$ cat src/rtl/ibex_bridge_pkg.sv
// ============================================================================
// Module  : ibex_bridge_pkg
// Purpose : Shared types and constants for the ibex data-bus bridge.
// Rev     : 1.0
// ============================================================================
`default_nettype none

package ibex_bridge_pkg;

  typedef logic [2:0] state_t;

  localparam state_t ST_IDLE      = 3'd0;
  localparam state_t ST_SRAM_RESP = 3'd1;
  localparam state_t ST_FAB_WAIT  = 3'd2;
  localparam state_t ST_FAB_RESP  = 3'd3;
  localparam state_t ST_ERR_RESP  = 3'd4;

  typedef enum logic [1:0] {
    REG_SRAM = 2'd0,
    REG_FAB  = 2'd1,
    REG_NONE = 2'd2
  } region_e;

  localparam logic [31:0] ERR_RDATA = 32'h0000_0000;

endpackage

`default_nettype wire

$ cat src/rtl/ibex_bridge_decode.sv
// ============================================================================
// Module  : ibex_bridge_decode
// Purpose : Byte address -> target region plus per-target word address.
// Rev     : 1.0
// ============================================================================
`default_nettype none

module ibex_bridge_decode
  import ibex_bridge_pkg::*;
#(
  parameter int          SRAM_AW   = 8,
  parameter logic [31:0] SRAM_BASE = 32'h0000_0000,
  parameter int          FAB_AW    = 12,
  parameter logic [31:0] FAB_BASE  = 32'h1000_0000
) (
  input  logic [31:0]        i_addr,
  output region_e            o_region,
  output logic [SRAM_AW-1:0] o_sram_waddr,
  output logic [FAB_AW-1:0]  o_fab_waddr
);

  // Byte offset is ignored: the core only issues word-aligned accesses.
  logic w_unused_byte_ofs;
  assign w_unused_byte_ofs = ^i_addr[1:0];

  assign o_sram_waddr = i_addr[SRAM_AW+1:2];
  assign o_fab_waddr  = i_addr[FAB_AW+1:2];

  always_comb begin
    o_region = REG_NONE;
    if (i_addr[31:SRAM_AW+2] == SRAM_BASE[31:SRAM_AW+2]) begin
      o_region = REG_SRAM;
    end else if (i_addr[31:FAB_AW+2] == FAB_BASE[31:FAB_AW+2]) begin
      o_region = REG_FAB;
    end
  end

endmodule

`default_nettype wire

$ cat src/rtl/ibex_data_bus_bridge.sv
// ============================================================================
// Module  : ibex_data_bus_bridge
// Purpose : ibex data port -> pipelined SRAM / single-outstanding fabric window.
// Rev     : 1.0
// ============================================================================
`default_nettype none

module ibex_data_bus_bridge
  import ibex_bridge_pkg::*;
#(
  parameter int          SRAM_AW   = 8,
  parameter logic [31:0] SRAM_BASE = 32'h0000_0000,
  parameter int          FAB_AW    = 12,
  parameter logic [31:0] FAB_BASE  = 32'h1000_0000,
  parameter int          TIMEOUT   = 16
) (
  input  logic               clk,
  input  logic               resetn,
  input  logic               data_req_i,
  output logic               data_gnt_o,
  output logic               data_rvalid_o,
  output logic               data_err_o,
  input  logic               data_we_i,
  input  logic [3:0]         data_be_i,
  input  logic [31:0]        data_addr_i,
  input  logic [31:0]        data_wdata_i,
  output logic [31:0]        data_rdata_o,
  output logic               sram_csb_o,
  output logic               sram_web_o,
  output logic [3:0]         sram_wmask_o,
  output logic [SRAM_AW-1:0] sram_addr_o,
  output logic [31:0]        sram_din_o,
  input  logic [31:0]        sram_dout_i,
  output logic               fab_req_o,
  output logic               fab_we_o,
  output logic [3:0]         fab_be_o,
  output logic [FAB_AW-1:0]  fab_addr_o,
  output logic [31:0]        fab_wdata_o,
  input  logic               fab_ack_i,
  input  logic [31:0]        fab_rdata_i
);

  localparam int             TW          = $clog2(TIMEOUT) + 1;
  localparam logic [TW-1:0]  C_TIMER_END = TW'(TIMEOUT - 1);

  state_t              r_state;
  logic                r_resp_we;
  logic                r_fab_req;
  logic                r_fab_we;
  logic [3:0]          r_fab_be;
  logic [FAB_AW-1:0]   r_fab_addr;
  logic [31:0]         r_fab_wdata;
  logic [31:0]         r_fab_rdata;
  logic [TW-1:0]       r_timer;

  region_e             w_region;
  logic [SRAM_AW-1:0]  w_sram_waddr;
  logic [FAB_AW-1:0]   w_fab_waddr;
  logic                w_gnt;
  logic                w_sram_go;
  logic [31:0]         w_rdata;

  ibex_bridge_decode #(
    .SRAM_AW  (SRAM_AW),
    .SRAM_BASE(SRAM_BASE),
    .FAB_AW   (FAB_AW),
    .FAB_BASE (FAB_BASE)
  ) u_decode (
    .i_addr      (data_addr_i),
    .o_region    (w_region),
    .o_sram_waddr(w_sram_waddr),
    .o_fab_waddr (w_fab_waddr)
  );

  // Only the fabric wait blocks new grants; response states overlap the next access.
  assign w_gnt     = data_req_i & (r_state != ST_FAB_WAIT) & resetn;
  assign w_sram_go = w_gnt & (w_region == REG_SRAM);

  assign data_gnt_o   = w_gnt;
  assign sram_csb_o   = ~w_sram_go;
  assign sram_web_o   = ~(w_sram_go & data_we_i);
  assign sram_wmask_o = data_be_i;
  assign sram_addr_o  = w_sram_waddr;
  assign sram_din_o   = data_wdata_i;

  assign fab_req_o   = r_fab_req;
  assign fab_we_o    = r_fab_we;
  assign fab_be_o    = r_fab_be;
  assign fab_addr_o  = r_fab_addr;
  assign fab_wdata_o = r_fab_wdata;

  assign data_rvalid_o = resetn & ((r_state == ST_SRAM_RESP) |
                                   (r_state == ST_FAB_RESP)  |
                                   (r_state == ST_ERR_RESP));
  assign data_err_o    = resetn & (r_state == ST_ERR_RESP);
  assign data_rdata_o  = w_rdata;

  always_comb begin
    w_rdata = ERR_RDATA;
    if (resetn) begin
      if (r_state == ST_SRAM_RESP) begin
        w_rdata = r_resp_we ? 32'h0 : sram_dout_i;
      end else if (r_state == ST_FAB_RESP) begin
        w_rdata = r_fab_rdata;
      end
    end
  end

  always_ff @(posedge clk) begin
    if (!resetn) begin
      r_state     <= ST_IDLE;
      r_resp_we   <= 1'b0;
      r_fab_req   <= 1'b0;
      r_fab_we    <= 1'b0;
      r_fab_be    <= 4'h0;
      r_fab_addr  <= '0;
      r_fab_wdata <= 32'h0;
      r_fab_rdata <= 32'h0;
      r_timer     <= '0;
    end else if (r_state == ST_FAB_WAIT) begin
      // An ack landing on the final timeout cycle still completes normally.
      if (fab_ack_i) begin
        r_fab_req   <= 1'b0;
        r_fab_rdata <= r_fab_we ? 32'h0 : fab_rdata_i;
        r_state     <= ST_FAB_RESP;
      end else if (r_timer == C_TIMER_END) begin
        r_fab_req <= 1'b0;
        r_state   <= ST_ERR_RESP;
      end else begin
        r_timer <= r_timer + TW'(1);
      end
    end else if (w_gnt) begin
      r_resp_we <= data_we_i;
      case (w_region)
        REG_SRAM: r_state <= ST_SRAM_RESP;
        REG_FAB: begin
          r_state     <= ST_FAB_WAIT;
          r_fab_req   <= 1'b1;
          r_fab_we    <= data_we_i;
          r_fab_be    <= data_be_i;
          r_fab_addr  <= w_fab_waddr;
          r_fab_wdata <= data_wdata_i;
          r_timer     <= '0;
        end
        default: r_state <= ST_ERR_RESP;
      endcase
    end else begin
      r_state <= ST_IDLE;
    end
  end

endmodule

`default_nettype wire

$ cat config.mk
export PLATFORM = sky130hd
export DESIGN_NAME = ibex_data_bus_bridge
export DESIGN_NICKNAME = d
export VERILOG_FILES = /design/src/rtl/ibex_bridge_pkg.sv /design/src/rtl/ibex_bridge_decode.sv /design/src/rtl/ibex_data_bus_bridge.sv
export SDC_FILE = /design/constraint.sdc
export NUM_CORES = 1
export LEC_CHECK = 0
export BUFFER_PORTS_ARGS = -buffer_cell sky130_fd_sc_hd__buf_4
export CAP_MARGIN = 20
export CORE_AREA = 2 2 103 105
export DETAILED_ROUTE_END_ITERATION = 8
export DIE_AREA = 0 0 105 107
export PLACE_DENSITY = 0.88
export SYNTH_ARGS = -nofsm -noshare
export SYNTH_HDL_FRONTEND = slang
export SYNTH_SLANG_ARGS = --single-unit
$ cat constraint.sdc
create_clock -name clk -period 2.29 [get_ports clk]
set_input_delay 0.1145 -clock clk [delete_from_list [all_inputs] [get_ports clk]]
set_output_delay 0.1145 -clock clk [all_outputs]
set_load 0.01 [all_outputs]
## Word-level counts from Yosys, hierarchy flattened

Index checks and enable logic that the tools add are counted.

- Add/sub/neg operators: 1
- Muxes and demuxes: 22
- Bitwise gates (word level): 11
- Equal/unequal tests: 11
- Reductions and logical operators: 9

Operators with widths:

| kind | count |
|---|---|
| 2-to-1 mux 32 bit | 5 |
| 2-to-1 mux 5 bit | 5 |
| logical NOT 22 bit | 1 |
| equality test 18 x 15 -> 1 bit, second input constant | 1 |
| 2-to-1 mux 3 bit | 4 |
| bitwise AND 1 bit | 6 |
| equality test 3 x 2 -> 1 bit, second input constant | 2 |
| inequality test 3 x 2 -> 1 bit, second input constant | 2 |
| one-hot mux 3 bit (2 select lines) | 1 |
| AND reduction 3 bit | 2 |
| adder 5 x 1 -> 5 bit, second input constant | 1 |
| equality test 5 x 4 -> 1 bit, second input constant | 1 |
| 2-to-1 mux 1 bit | 5 |
| 2-to-1 mux 2 bit | 2 |
| inequality test 2 bit, second input constant | 2 |
| AND reduction 2 bit | 2 |
| AND reduction 4 bit | 1 |
| nonzero test 2 bit | 2 |
| equality test 3 x 1 -> 1 bit, second input constant | 1 |
| equality test 3 bit, second input constant | 1 |
| NOT 1 bit | 3 |
| equality test 2 x 1 -> 1 bit, second input constant | 1 |
| logical NOT 2 bit | 1 |
| bitwise OR 1 bit | 2 |

- Register bits: 91
- Logic and storage cells: 63

## Logic depth before layout (Yosys ltp)

- Word-level depth: 7
- Mapped depth: 7

## Hierarchy

From an unflattened synthesis, not the netlist that was laid out.

- Cell total of the unflattened synthesis: 588
- Area total of the unflattened synthesis: 4595.7 um^2

Modules (own cells, without submodules):

| module | area each (um^2) | instances | cells an instance | sequential area each (um^2) |
|---|---|---|---|---|
| ibex_data_bus_bridge | 4365.4 | 1 | 556 | 1821.7 |
| ibex_bridge_decode | 230.2 | 1 | 32 | 0.0 |

## Worst setup path before layout

No wires, ideal clock.

- Path kind: reg-to-output
- From: register r_state[1]
- To: output sram_web_o
- Stages on the path, launching flop included: 5
- Path slack: 600 ps
- Path buffers: 0
- Data arrival time: 1576 ps
- Cell sequence: dfxtp_1 > nor3b_2 > or4b_1 > or3_4 > or2_1

- Longest elaborated chain between the ends: 6

Ends and longest elaborated chain:

| what | RTL line | RTL |
|---|---|---|
| start: declaration | ibex_data_bus_bridge.sv:46 | `state_t r_state;` |
| start signal: assignment | ibex_data_bus_bridge.sv:111 | `r_state <= ST_IDLE;` |
| start signal: assignment | ibex_data_bus_bridge.sv:125 | `r_state <= ST_FAB_RESP;` |
| start signal: assignment | ibex_data_bus_bridge.sv:128 | `r_state <= ST_ERR_RESP;` |
| inequality test 3 x 2 -> 1 bit | ibex_data_bus_bridge.sv:76 | `assign w_gnt = data_req_i & (r_state != ST_FAB_WAIT) & resetn;` |
| bitwise AND 1 bit (2 in series) | ibex_data_bus_bridge.sv:76 |  |
| bitwise AND 1 bit | ibex_data_bus_bridge.sv:77 | `assign w_sram_go = w_gnt & (w_region == REG_SRAM);` |
| bitwise AND 1 bit | ibex_data_bus_bridge.sv:81 | `assign sram_web_o = ~(w_sram_go & data_we_i);` |
| NOT 1 bit | ibex_data_bus_bridge.sv:81 |  |
| end: declaration | ibex_data_bus_bridge.sv:29 | `output logic sram_web_o,` |

No other way between the ends.

## Final worst setup path

Same ends and word-level chain as after synthesis.

==> flow_metrics.env <==
export IMPL_start_kind="flip-flop"
export IMPL_ys_ff_latch=91
export IMPL_critPathArrivalTime_ns=2.06
export IMPL_status="finished clean"
export IMPL_drt_wirelength_per_cell_um=14.3
export IMPL_portBuffers=265
export IMPL_final_layout_size_suffix_gt1_share_pct=38.8
export IMPL_cts_setup_buffers=0
export IMPL_rsz0062_at_grt="false"
export IMPL_leakage_nw=2.80
export IMPL_routed_wl_um=12900
export IMPL_io_pins=268
export IMPL_min_from="data_addr_i[8]"
export IMPL_yosysWarnings=0
export IMPL_r2r_start="r_state[1]$_SDFFE_PN0P_"
export IMPL_path_clk_slew_ns=0.09
export IMPL_place_congestion=0.852
export IMPL_cap_violations=0
export IMPL_drc=0
export IMPL_ys_seq_area_share_pct=38.5
export IMPL_start_util_pct=46.9
export IMPL_grt_max_degree=95
export IMPL_setup_viol=0
export IMPL_syn_inst=561
export IMPL_grt_use_total_pct=22.2
export IMPL_synth_flop_cell="dfxtp_1"
export IMPL_period_needed_ns=2.17
export IMPL_max_freq_mhz=460
export IMPL_drt_pass1_iterations=5
export IMPL_vias_per_cell=5.11
export IMPL_syn_area_per_cell_sq_um=8.43
export IMPL_clock_path_buffers=2
export IMPL_areaGrowthSynthToFinish_pct=41.1
export IMPL_worst_skew_pair_late_latency_ns=0.35
export IMPL_grt_pass1_wl_um=20400
export IMPL_synth_fp_nets=700
export IMPL_final_common_cell="buf_4"
export IMPL_die_w_um=105
export IMPL_synth_edf_count=0
export IMPL_async_flop_share_pct=0
export IMPL_numCtsBuffers=9
export IMPL_syn_area_sq_um=4730
export IMPL_hold_class="in -> reg"
export IMPL_crit_path_end_kind="primary output"
export IMPL_antennaDiodeCount=0
export IMPL_num_fill_cells=804
export IMPL_nNetsFinal=901
export IMPL_num_vias=4613
export IMPL_grt_overflow=0
export IMPL_route_antenna_remaining_nets=0
export IMPL_die_h_um=107
export IMPL_dp_cells=885
export IMPL_yosys_area_top_type_share_pct=38.5
export IMPL_critPathLaunch="r_state[1]$_SDFFE_PN0P_"
export IMPL_cts_tree="built"
export IMPL_cp_max_fo=5
export IMPL_drt_iter0_markers=213
export IMPL_period_share_pct=94.9
export IMPL_crit_required_ns=2.18
export IMPL_fp_row_count=37
export IMPL_path_class="reg -> out"
export IMPL_core_sq_um=10100
export IMPL_grt_pass1_vias=4470
export IMPL_cts_root_buf="clkbuf_8"
export IMPL_fin_worst_skew_ns=0.00609
export IMPL_worst_pin_slew_ns=0.805
export IMPL_fp_dieArea_sq_um=11200
export IMPL_netlist_top_cells_area="dfxtp_1 39%, nand2_1 11%, mux2i_1 10%"
export IMPL_setup_tns_ns=0
export IMPL_grt_antenna_before_repair=0
export IMPL_yosys_area_top_type="dfxtp_1"
export IMPL_slew_headroom_pct=46.3
export IMPL_slew_violations=0
export IMPL_final_cell_mix="274 x buf_4, 140 x nand2_1, 90 x dfxtp_1"
export IMPL_instances_no_fill=902
export IMPL_hold_violations=0
export IMPL_ir_drop_uv=244
export IMPL_synth_cell_types=39
export IMPL_dp_hpwl_um=9860
export IMPL_htreeDepth=3
export IMPL_p_per_area_nw_per_um2=459
export IMPL_clock_sinks=91
==> synth_stat cells (3+ instances only) <==
cell type / count
nor2b_1: 25
buf_4: 47
a221oi_1: 8
inv_1: 12
dfxtp_1: 91
and3_1: 3
mux2i_1: 49
nor4_1: 3
o21ai_0: 4
buf_6: 4
a21boi_1: 4
nand2b_1: 8
a22oi_1: 24
nand3_1: 7
buf_2: 7
nor2_1: 5
nand2_1: 140
o31ai_1: 4
a21boi_0: 29
nand3b_1: 34
nor3_1: 3
clkbuf_1: 30
==> worst max-delay path, stage by stage, from the launching register on <==
cell	delay, ns
dfxtp_1	0.32
nor3b_2	0.18
or4b_1	0.51
or3_4	0.35
or2_1	0.21
buf_4	0.14
==> what timing repair did <==
item,4_1_cts,5_1_grt
endpoints found under the setup margin,0,2
hold endpoints to repair,2,0
hold buffers,2,0
gates resized for setup,0,1
==> kinds of logic (layout without fill, tap and decap cells) <==
group | Yosys count | in the layout | share of synthesized area (%)
and+or+nand+nor | 240 | 240 | 25.5
buffers and inverters | 100 | 305 | 12.5
DFF | 91 | 91 | 38.5
AOI/OAI and AO/OA | 79 | 79 | 12.6
muxes | 49 | 49 | 10.4
adders and majority gates | 2 | 2 | 0.529
==> layout make-up <==
cell class	count	area (sq um)	share of cell area, %
multi-input cells	370	2320	34.8
repair buffers	278	2120	31.7
flip-flops and latches	91	1820	27.3
well taps	136	170	2.55
clock buffers	13	159	2.38
inverters	12	45.0	0.675
clock inverters	2	35.0	0.525
==> registers in the layout, summed over array words and instances, names as in the netlist <==
| register | cells |
|---|---|
| fab_wdata_o | 32 |
| r_fab_rdata | 32 |
| fab_addr_o | 12 |
| r_timer | 5 |
| fab_be_o | 4 |
| r_state | 3 |
| fab_req_o | 1 |
| fab_we_o | 1 |
| r_resp_we | 1 |
==> where the power goes <==
group          leakage, nW  total [W]  switching [W]  internal, W
clock               0.0995    0.00109       0.000533     0.000559
sequential           0.733    0.00159     0.00000328      0.00158
combinational         1.97   0.000383       0.000151     0.000232
total                 2.80    0.00306       0.000687      0.00237
==> per-layer routing <==
layer  part of all wire, %  vias up  global-route usage (%)  routed length [um]
met5                     0        -                       0                   0
met4                   2.7        0                    10.4                 346
met3                   7.7       30                    4.86                 996
met2                    52      207                    40.4                6690
met1                    38     2127                    24.5                4880
li1                      -     2249                       -                   -
==> stage by stage <==
step	hold WS [ns]	utilization, %	area, sq um	power [W]	setup slack (ns)
3_3_place_gp	0.349	64.0	6460	0.00200	0.432
2_1_floorplan	0.215	-	4730	0.00179	0.600
5_1_grt	0.0145	66.1	6670	0.00318	0.000186
6_report	0.0222	66.1	6670	0.00306	0.117
3_5_place_dp	0.356	64.0	6460	0.00200	0.402
4_1_cts	0.00156	66.1	6670	0.00309	0.0392
==> path summary, 6_finish.rpt <==
check / to / slack [ns] / cells past startpoint
worst max register to register: fab_wdata_o[29]$_SDFFE_PN0P_ / 0.42 / 6
worst min-delay path: fab_addr_o[6]$_SDFFE_PN0P_ / 0.02 / 3
worst max-delay path: sram_web_o / 0.12 / 5
worst min register to register: r_fab_rdata[21]$_SDFFE_PN0P_ / 0.45 / 2
No activity file was read; power rests on OpenSTA's default activity.
